===== src/rtl/sodor_instr_gen.sv =====
// Deterministic RV32I instruction source for the sodor5 harness: a warm-up run of NOPs,
// then R-type / I-type ALU / load words encoded from a Galois LFSR over valid/ready.
module sodor_instr_gen #(
  parameter logic [31:0] SEED   = 32'h000001B9,
  parameter int unsigned WARMUP = 3
) (
  input  logic        clk,
  input  logic        reset,
  input  logic        en,
  input  logic [1:0]  mode,
  output logic        instr_valid,
  input  logic        instr_ready,
  output logic [31:0] instr,
  output logic [15:0] count
);

  localparam logic [31:0] NOP      = 32'h00000013;
  localparam logic [31:0] SEED_EFF = (SEED == 32'h0) ? 32'h1 : SEED;
  localparam int          WW       = (WARMUP > 0) ? $clog2(WARMUP + 1) : 1;
  localparam logic [WW-1:0] WARM_INIT = WW'(WARMUP);

  logic [31:0]   lfsr, lfsr_d, lfsr_adv;
  logic [WW-1:0] warm, warm_dec, warm_d;
  logic [31:0]   instr_d;
  logic          valid_d;
  logic [15:0]   count_d;
  logic          fire, load;

  function automatic logic [31:0] lfsr_next(input logic [31:0] s);
    return s[0] ? ((s >> 1) ^ 32'h80200003) : (s >> 1);
  endfunction

  function automatic logic [31:0] encode(input logic [31:0] s, input logic [1:0] m);
    logic [4:0]  rd, rs1, rs2;
    logic [2:0]  f3;
    logic [11:0] imm, imm_i;
    logic [1:0]  cls;
    rd  = s[4:0];
    rs1 = s[9:5];
    rs2 = s[14:10];
    f3  = s[17:15];
    imm = s[29:18];
    // Shift immediates are trimmed to legal shamt/funct7 patterns (srai keeps bit 10).
    case (f3)
      3'd5:    imm_i = imm & 12'h41F;
      3'd1:    imm_i = imm & 12'h01F;
      default: imm_i = imm;
    endcase
    if (m == 2'd3) begin
      case (s[31:30])
        2'd2:    cls = 2'd1;
        2'd3:    cls = 2'd2;
        default: cls = 2'd0;
      endcase
    end else begin
      cls = m;
    end
    case (cls)
      2'd0:    encode = {7'd0, rs2, rs1, f3, rd, 7'b0110011};
      2'd1:    encode = {imm_i, rs1, f3, rd, 7'b0010011};
      default: encode = {imm, rs1, {f3[2], 2'b00}, rd, 7'b0000011};
    endcase
  endfunction

  always_comb begin
    fire     = instr_valid & instr_ready;
    load     = en & (~instr_valid | fire);
    // While warm is nonzero the held word is always a NOP, so any fire retires one.
    warm_dec = (fire && (warm != '0)) ? (warm - WW'(1)) : warm;
    lfsr_adv = lfsr_next(lfsr);

    lfsr_d  = lfsr;
    warm_d  = warm_dec;
    instr_d = instr;
    valid_d = instr_valid;
    count_d = (fire && (count != 16'hFFFF)) ? (count + 16'd1) : count;

    if (load) begin
      valid_d = 1'b1;
      if (warm_dec != '0) begin
        instr_d = NOP;
      end else begin
        lfsr_d  = lfsr_adv;
        instr_d = encode(lfsr_adv, mode);
      end
    end else if (fire) begin
      valid_d = 1'b0;
    end
  end

  always_ff @(posedge clk) begin
    if (reset) begin
      lfsr        <= SEED_EFF;
      warm        <= WARM_INIT;
      instr       <= NOP;
      instr_valid <= 1'b0;
      count       <= 16'd0;
    end else begin
      lfsr        <= lfsr_d;
      warm        <= warm_d;
      instr       <= instr_d;
      instr_valid <= valid_d;
      count       <= count_d;
    end
  end

endmodule


===== config.mk =====
export PLATFORM = sky130hd
export DESIGN_NAME = sodor_instr_gen
export DESIGN_NICKNAME = d
export VERILOG_FILES = /design/src/rtl/sodor_instr_gen.sv
export SDC_FILE = /design/constraint.sdc
export NUM_CORES = 1
export LEC_CHECK = 0
export CAP_MARGIN = 20
export CORE_MARGIN = 8
export CORE_UTILIZATION = 47
export CTS_CLUSTER_SIZE = 14
export DETAILED_ROUTE_END_ITERATION = 12
export PLACE_DENSITY = 0.75
export SYNTH_ARGS = -nofsm -noshare
export SYNTH_HDL_FRONTEND = slang
export SYNTH_SLANG_ARGS = --single-unit

===== constraint.sdc =====
create_clock -name clk -period 1.57 [get_ports clk]
set_input_delay 0.157 -clock clk [delete_from_list [all_inputs] [get_ports clk]]
set_output_delay 0.157 -clock clk [all_outputs]
set_load 0.02 [all_outputs]

Word level (Yosys, flattened, before mapping):

Cells that the tools add are included.

* flip-flop bits (word level): 83
* input port bits: 6

* add/sub/neg operators: 2
* bitwise logic cells: 6
* multiplexer cells: 11
* reduce and logical (&&, ||, !) cells: 7
* equal/unequal tests: 7

Operators with widths (count)
* 32-bit 2-to-1 mux: 2
* 32-bit case mux with 2 select lines: 1
* 12-bit case mux with 2 select lines: 1
* 16-bit by 1-bit adder with 16-bit output, second input constant: 1
* 16-bit != test, second input constant: 1
* 2-bit 2-to-1 mux: 4
* 2-bit equality test, second input constant: 3
* 2-bit nonzero test: 3
* 3-bit NOT with 4-bit output: 1
* 2-bit case mux with 2 select lines: 1
* 3-bit by 1-bit equality test with 1-bit output, second input constant: 1
* 3-bit equality test, second input constant: 1
* 1-bit bitwise AND: 2
* 2-bit by 1-bit equality test with 1-bit output, second input constant: 1
* 1-bit logical AND: 2
* 2-bit logical NOT: 1
* 1-bit 2-to-1 mux: 2
* 1-bit NOT: 2
* 2-bit AND reduction: 1
* 2-bit by 1-bit subtractor with 2-bit output, second input constant: 1
* 1-bit bitwise OR: 1

Longest topological paths before layout:

Gate-level depths: netlist of the first run.

* depth in word-level cells: 10
* mapped depth: 9
* depth with buffers taken out: 7

Least setup slack after synthesis of the first run:

OpenSTA, ideal clock, no wires.

* path type: register to register
* from: register count[0]
* to: register count[3]
* setup slack: -264 ps
* buffers on the path: 1
* arrival: 1706 ps
* data required time: 1442 ps
* stages on the path, launching flop included: 8
* path through: dfxtp_1 > ha_1 > nand3_1 > o41a_1 > buf_2 > nand4_1 > xor2_1 > nor2_1

* word-level cells in the longest chain between the ends: 2

Ends and longest elaborated chain
* from (decl): line 14 `output logic [15:0] count`
* from (signal assigned): line 103 `count <= count_d;`
* parallel branches: the longest is 2 deep, another holds 16-bit by 1-bit adder with 16-bit output

Several ways; the timed one is not identified.
A chain may end at the register's enable or synchronous reset.

Worst setup path in the final report of the first run:

* from: register warm[1]
* to: register lfsr[0]

* word-level cells in the longest chain between the ends: 6

Ends and longest elaborated chain
* from (decl): line 23 `logic [WW-1:0] warm, warm_dec, warm_d;`
* from (signal assigned): line 100 `warm <= warm_d;`
* parallel branches: the longest is 2 deep, another holds 2-bit by 1-bit subtractor with 2-bit output
* 2-bit 2-to-1 mux (*): line 69 `warm_dec = (fire && (warm != '0)) ? (warm - WW'(1)) : warm;`
* 2-bit nonzero test (*): line 80 `if (warm_dec != '0) begin`
* 1-bit NOT (no source line) (*)
* 2-bit AND reduction (no source line) (*)
* to (signal assigned): line 99 `lfsr <= lfsr_d;`
* to (decl): line 22 `logic [31:0] lfsr, lfsr_d, lfsr_adv;`

Mark *: on every way between the ends.

==> results.json, run 1 <==
{
  "synth_top_area_frac": 0.505,
  "gp_congestion": 0.814,
  "arrival_ns": 2.00,
  "dieArea_um2": 9440,
  "area_growth_pct": 45.5,
  "drt-initial-drc-count": 158,
  "hpwl_mm": 4.75,
  "yosys_register_bits": 78,
  "synth_edf_count": 0,
  "dp_cells": 500,
  "num_antenna_cells": 0,
  "final_common_cell": "nand2_1",
  "drv_cap": 0,
  "drc": 0,
  "clk_latency_ns": 0.35,
  "numPortBuffers": 49,
  "core_um2": 6350,
  "rsz0062_at_grt": "true",
  "cp-startpoint": "warm[1]",
  "first_pass_iters": 4,
  "finalNetCount": 452,
  "viasPerCell": 5.48,
  "routed_wl_mm": 8.32,
  "worst_setup_path_start_kind": "register",
  "yosysWarnings": 0,
  "ant_nets": 0,
  "netlist_area_um2": 3090,
  "crit_path_max_fanout": 9,
  "fin_cells": 526,
  "final_hold_viol_count": 0,
  "num_rows": 29,
  "period_minus_slack_ns": 1.73,
  "fillCellCount": 460,
  "cts_made_buffers": 9,
  "wl_per_cell_um": 15.8,
  "syn_inst": 363,
  "total_leakage_power_uw": 0.00173,
  "hold_path.startpoint": "reset",
  "clk_path_buf_depth": 2,
  "dieWidth_um": 97.1,
  "hp-class": "input port to register",
  "required_ns": 1.84,
  "yosysTopAreaCell": "dfxtp_1",
  "start_util": 0.487,
  "r2r-start": "warm[1]",
  "grt_pass1_wl_mm": 12.2,
  "drive_above_1_share": 0.314,
  "clkSinkCount": 78,
  "clock_skew_ns": 0.00772,
  "io-pin-count": 55,
  "peakVddDrop_mv": 0.674,
  "setup.worst_path.end_class": "register",
  "max_stage_delay_ns": 0.34,
  "clkSlewWorstSetupHoldPaths_ns": 0.08,
  "yosys-top-cells-area": "dfxtp_1 50%, nand2_1 10%, a21oi_1 7.6%",
  "status": "complete, but fails checks",
  "vias": 2882,
  "finalSetupViolCount": 59,
  "layout_common_cells": "69 x nand2_1, 62 x dfxtp_1, 32 x clkdlybuf4s50_1, 32 x buf_4, 30 x nor2_1",
  "avgSynthCellArea_um2": 8.52,
  "ys.flop_type": "dfxtp_1",
  "crit_family": "simple AND/OR/NAND/NOR gates",
  "grt_pass1_vias": 2648,
  "synth_seq_area_share": 0.505,
  "finalCritPeriodShare": 1.10,
  "setup.worst_path.class": "register to register",
  "worst_slack_ns": -0.159,
  "gr-total-overflow": 0,
  "htree_levels": 3,
  "ys_types": 43,
  "powerDensity_nw_per_um2": 866,
  "cp_slowest_cell": "dfxtp_2",
  "failed_checks": "setup timing",
  "die_h_um": 97.1,
  "drv_slew": 0,
  "antenna_found_initial": 0,
  "worst_pin_slew_ns": 0.779,
  "synthArstFlopShare": 0,
  "path_buf_inv": 2,
  "grt_max_degree": 39,
  "track_usage": 0.153,
  "dpl_worst_slack_ns": -0.245,
  "cts_root_buf": "clkbuf_8",
  "relSlewSlack": 0.478,
  "max_freq_mhz": 578,
  "path_cells": "inv_2 -> ha_2 -> nand3b_1 -> mux2i_2 -> and2b_4 -> clkbuf_16 -> a211oi_2 -> a31oi_1",
  "cts_tree": "done"
}
## metrics by stage
stage | TNS, ns | instance area [um2] | hold slack (ns) | utilization | total power (uW)
CTS | -2.80 | 4150 | 0.220 | 0.653 | 3860
detailed placement | -11.42 | 3900 | 0.447 | 0.614 | 2260
floorplan | -0.162 | 3180 | 0.286 | - | 2180
finish | -5.51 | 4500 | 0.261 | 0.709 | 3900
global route | -10.54 | 4500 | 0.266 | 0.709 | 4000
global placement | -9.21 | 3900 | 0.444 | 0.614 | 2250
## where the power goes
group / internal (uW) / switching [uW]
Sequential: 1990 / 13.7
Clock: 893 / 744
Combinational: 104 / 154
Total: 2990 / 912
## final timing paths
check,endpoint,depth (start not counted),slack [ns]
worst max-delay path,lfsr[0],8,-0.16
worst min-delay path,instr[12],2,0.26
worst max register to register,lfsr[0],8,-0.16
worst min register to register,instr[11],2,0.46
## layout make-up
| type | count | area, um2 | share of cell area |
|---|---|---|---|
| clock buffers | 10 | 128 | 0.0283 |
| clock inverters | 6 | 86.3 | 0.0192 |
| inverters | 6 | 22.5 | 0.00500 |
| multi-input cells | 256 | 1640 | 0.364 |
| flip-flops and latches | 78 | 1590 | 0.354 |
| well taps | 77 | 96.3 | 0.0214 |
| repair buffers | 93 | 938 | 0.208 |
## metal layers
layer / global-route usage / part of all wire / up-vias
li1: - / - / 1383
met5: 0 / 0 / -
met3: 0.0491 / 0.066 / 17
met1: 0.179 / 0.42 / 1387
met4: 0.0722 / 0.020 / 0
met2: 0.248 / 0.50 / 95
## cells by family (layout without fill, tap and decap cells)
family / count (synthesis) / after routing / share of synthesized area
compound gates: 75 / 75 / 0.149
fa+ha+maj: 2 / 2 / 0.00809
buf+inv: 32 / 115 / 0.0514
xor+xnor: 17 / 17 / 0.0481
simple gates: 150 / 150 / 0.212
other cells: 2 / 5 / 0.00243
flops: 78 / 78 / 0.505
mux: 7 / 7 / 0.0247
## synth_stat cells (all sizes together) (5+ instances only)
| cell type | number |
|---|---|
| a32oi | 8 |
| mux2 | 5 |
| dfxtp | 78 |
| xor2 | 11 |
| xnor2 | 6 |
| nand4 | 7 |
| nor2 | 31 |
| buf | 13 |
| clkbuf | 13 |
| a22oi | 6 |
| a21oi | 47 |
| inv | 6 |
| nand2 | 85 |
| nand3 | 6 |
## registers in the layout (all words and copies together), names as in the netlist
name and cells:
lfsr 32, instr 27, count 16, warm 2, instr_valid 1
## what timing repair did
action                                  4_1_cts  5_1_grt
gates cloned                                  0        6
resized for setup                            22       55
endpoints found under the setup margin       70       76
setup buffers                                 1        3
pin swaps                                     2       14
hold buffers                                  0        0
Note: power is estimated with default switching activity, not from simulation.
==> inputs of run 2 (changes only) <==
ABC_CLOCK_PERIOD_IN_PS = 1570   (was not set)
==> results of run 2 <==
Same layout as run 1: the final DEF is identical, and so are final timing and power.
==> inputs of run 3 (changes only) <==
ABC_CLOCK_PERIOD_IN_PS = 1740   (was 1570)
CORE_UTILIZATION = 52   (was 47)
PLACE_DENSITY = 0.79   (was 0.75)
clock period = 1.74 ns   (was 1.57 ns; I/O delays follow)
==> run 3 against run 2 <==
  * The run still ends with setup timing left
  * Via count decreased by 3.1%
  * Combinational power shrank 17%
  * Fmax down 2.6%
  * Die area down 8.1%
  * Power shrank 7.3%
  * Critical path depth did not move
  * Design area down 3.6%
  * Global-route usage up 1.7 points
  * Largest power group unchanged
==> results.json, run 3 (synthesized netlist as in run 1, its figures left out) <==
{
  "clk_latency_ns": 0.34,
  "period_minus_slack_ns": 1.78,
  "final_core_util": 0.742,
  "cts_made_buffers": 9,
  "io-pin-count": 55,
  "drv_cap": 0,
  "numPortBuffers": 49,
  "gr-total-overflow": 0,
  "htree_levels": 3,
  "reg2reg_to": "instr[27]",
  "vias": 2794,
  "setup.worst_path.end_class": "register",
  "clkSinkCount": 78,
  "hp-class": "input port to register",
  "first_pass_iters": 5,
  "antenna_found_initial": 0,
  "start_util": 0.529,
  "min_to": "instr[28]",
  "status": "complete, but fails checks",
  "dieWidth_um": 93.1,
  "finalCritPeriodShare": 1.02,
  "required_ns": 2.01,
  "grt_pass1_wl_mm": 12.1,
  "drt-initial-drc-count": 139,
  "peakVddDrop_mv": 0.598,
  "powerDensity_nw_per_um2": 833,
  "hold_path.startpoint": "reset",
  "hold_buffers": 0,
  "clk_path_buf_depth": 2,
  "r2r-start": "warm[1]",
  "reg2regPathDepth": 8,
  "wl_per_cell_um": 15.9,
  "largest_reg_flops": 32,
  "grt_pass1_vias": 2587,
  "layout_common_cells": "76 x nand2_1, 74 x dfxtp_1, 48 x clkdlybuf4s50_1, 36 x a21oi_1, 30 x nor2_1",
  "fillCellCount": 408,
  "gp_congestion": 0.824,
  "dp_cells": 491,
  "num_antenna_cells": 0,
  "finalSetupViolCount": 23,
  "ant_nets": 0,
  "total_leakage_power_uw": 0.00156,
  "worst_slack_ns": -0.0362,
  "viasPerCell": 5.41,
  "fin_cells": 516,
  "drive_above_1_share": 0.220,
  "failed_checks": "setup timing",
  "worst_pin_slew_ns": 0.687,
  "grt_max_degree": 36,
  "drv_slew": 0,
  "num_rows": 28,
  "hold_slack_ns": 0.352,
  "finalNetCount": 444,
  "rsz0062_at_grt": "true",
  "p_total_uw": 3610,
  "crit_path_max_fanout": 7,
  "max_freq_mhz": 563,
  "arrival_ns": 2.05,
  "dieArea_um2": 8680,
  "die_h_um": 93.1,
  "clkSlewWorstSetupHoldPaths_ns": 0.07,
  "cts_root_buf": "clkbuf_8",
  "track_usage": 0.170,
  "r2r_slack_ns": -0.04,
  "area_growth_pct": 40.2,
  "relSlewSlack": 0.540,
  "final_common_cell": "nand2_1",
  "drc": 0,
  "core_um2": 5850,
  "setup.worst_path.class": "register to register",
  "cts_tree": "done",
  "reg.largest.list": "lfsr x32, instr x27, count x16",
  "routed_wl_mm": 8.23,
  "regMostFlops": "lfsr",
  "hold_path_depth": 2,
  "worst_setup_path_start_kind": "register",
  "dpl_worst_slack_ns": -0.120,
  "final_hold_viol_count": 0,
  "hpwl_mm": 4.78,
  "clock_skew_ns": 0.00841
}
-- run 3: cell types whose count changed in the layout (fill, tap and decap cells not counted), sizes merged --
cell           previous run  this run
clkdlybuf4s50            32        48
dlygate4sd2              11         0
buf                      41        33
dlymetal6s2s              5         0
clkbuf                   14        16
clkinv                    3         1
bufinv                    2         3
clkinvlp                  1         0
-- run 3: area by class of cell --
class	count	area, um2	share of cell area
flip-flops and latches	78	1570	0.361
multi-input cells	256	1550	0.356
repair buffers	85	880	0.203
clock buffers	12	135	0.0311
clock inverters	4	95.1	0.0219
well taps	75	93.8	0.0216
inverters	6	22.5	0.00519
-- run 3: how the worst max path moves through the flow --
stage,startpoint,to,slack (ns),depth (start not counted)
finish,warm[1],instr[27],-0.04,8
global route,warm[1],instr[27],-0.11,8
CTS,warm[0],instr[31],0.02,8
detailed placement,mode[1],instr[30],-0.12,6
global placement,instr_ready,lfsr[0],-0.05,7
floorplan,count[0],count[3],0.02,7
-- run 3: power by group --
group | internal (uW) | switching, uW | leakage (uW) | total (uW)
registers | 1800 | 12.3 | 0.000629 | 1810
clock network | 954 | 636 | 0.000115 | 1590
logic | 83.5 | 130 | 0.000812 | 214
-- run 3: repair_timing --
action	in CTS	in global routing
hold endpoints to repair	0	0
resized for setup	3	40
setup buffers	0	4
cloned	0	5
endpoints found under the setup margin	20	64
pin swaps	0	21
-- run 3: per-stage QoR --
| stage | cell area, um2 | TNS [ns] |
|---|---|---|
| floorplan | 3110 | 0 |
| global placement | 3800 | -0.398 |
| detailed placement | 3800 | -2.23 |
| CTS | 4040 | 0 |
| global route | 4340 | -2.77 |
| finish | 4340 | -0.359 |
-- run 3: routing by layer --
layer / GRT usage / up-vias / wire [um]
met5: 0 / - / 0
met4: 0.0899 / 0 / 92
met3: 0.0353 / 9 / 471
met2: 0.278 / 91 / 4160
met1: 0.207 / 1330 / 3500
li1: - / 1364 / -
-- run 3: critical path: stages, from the launching register on --
cell	delay, ns
dfxtp_2	0.35
inv_2	0.03
ha_2	0.15
nand3b_1	0.18
mux2i_1	0.24
and2b_4	0.33
clkbuf_16	0.20
a32oi_1	0.08
nor2_1	0.13
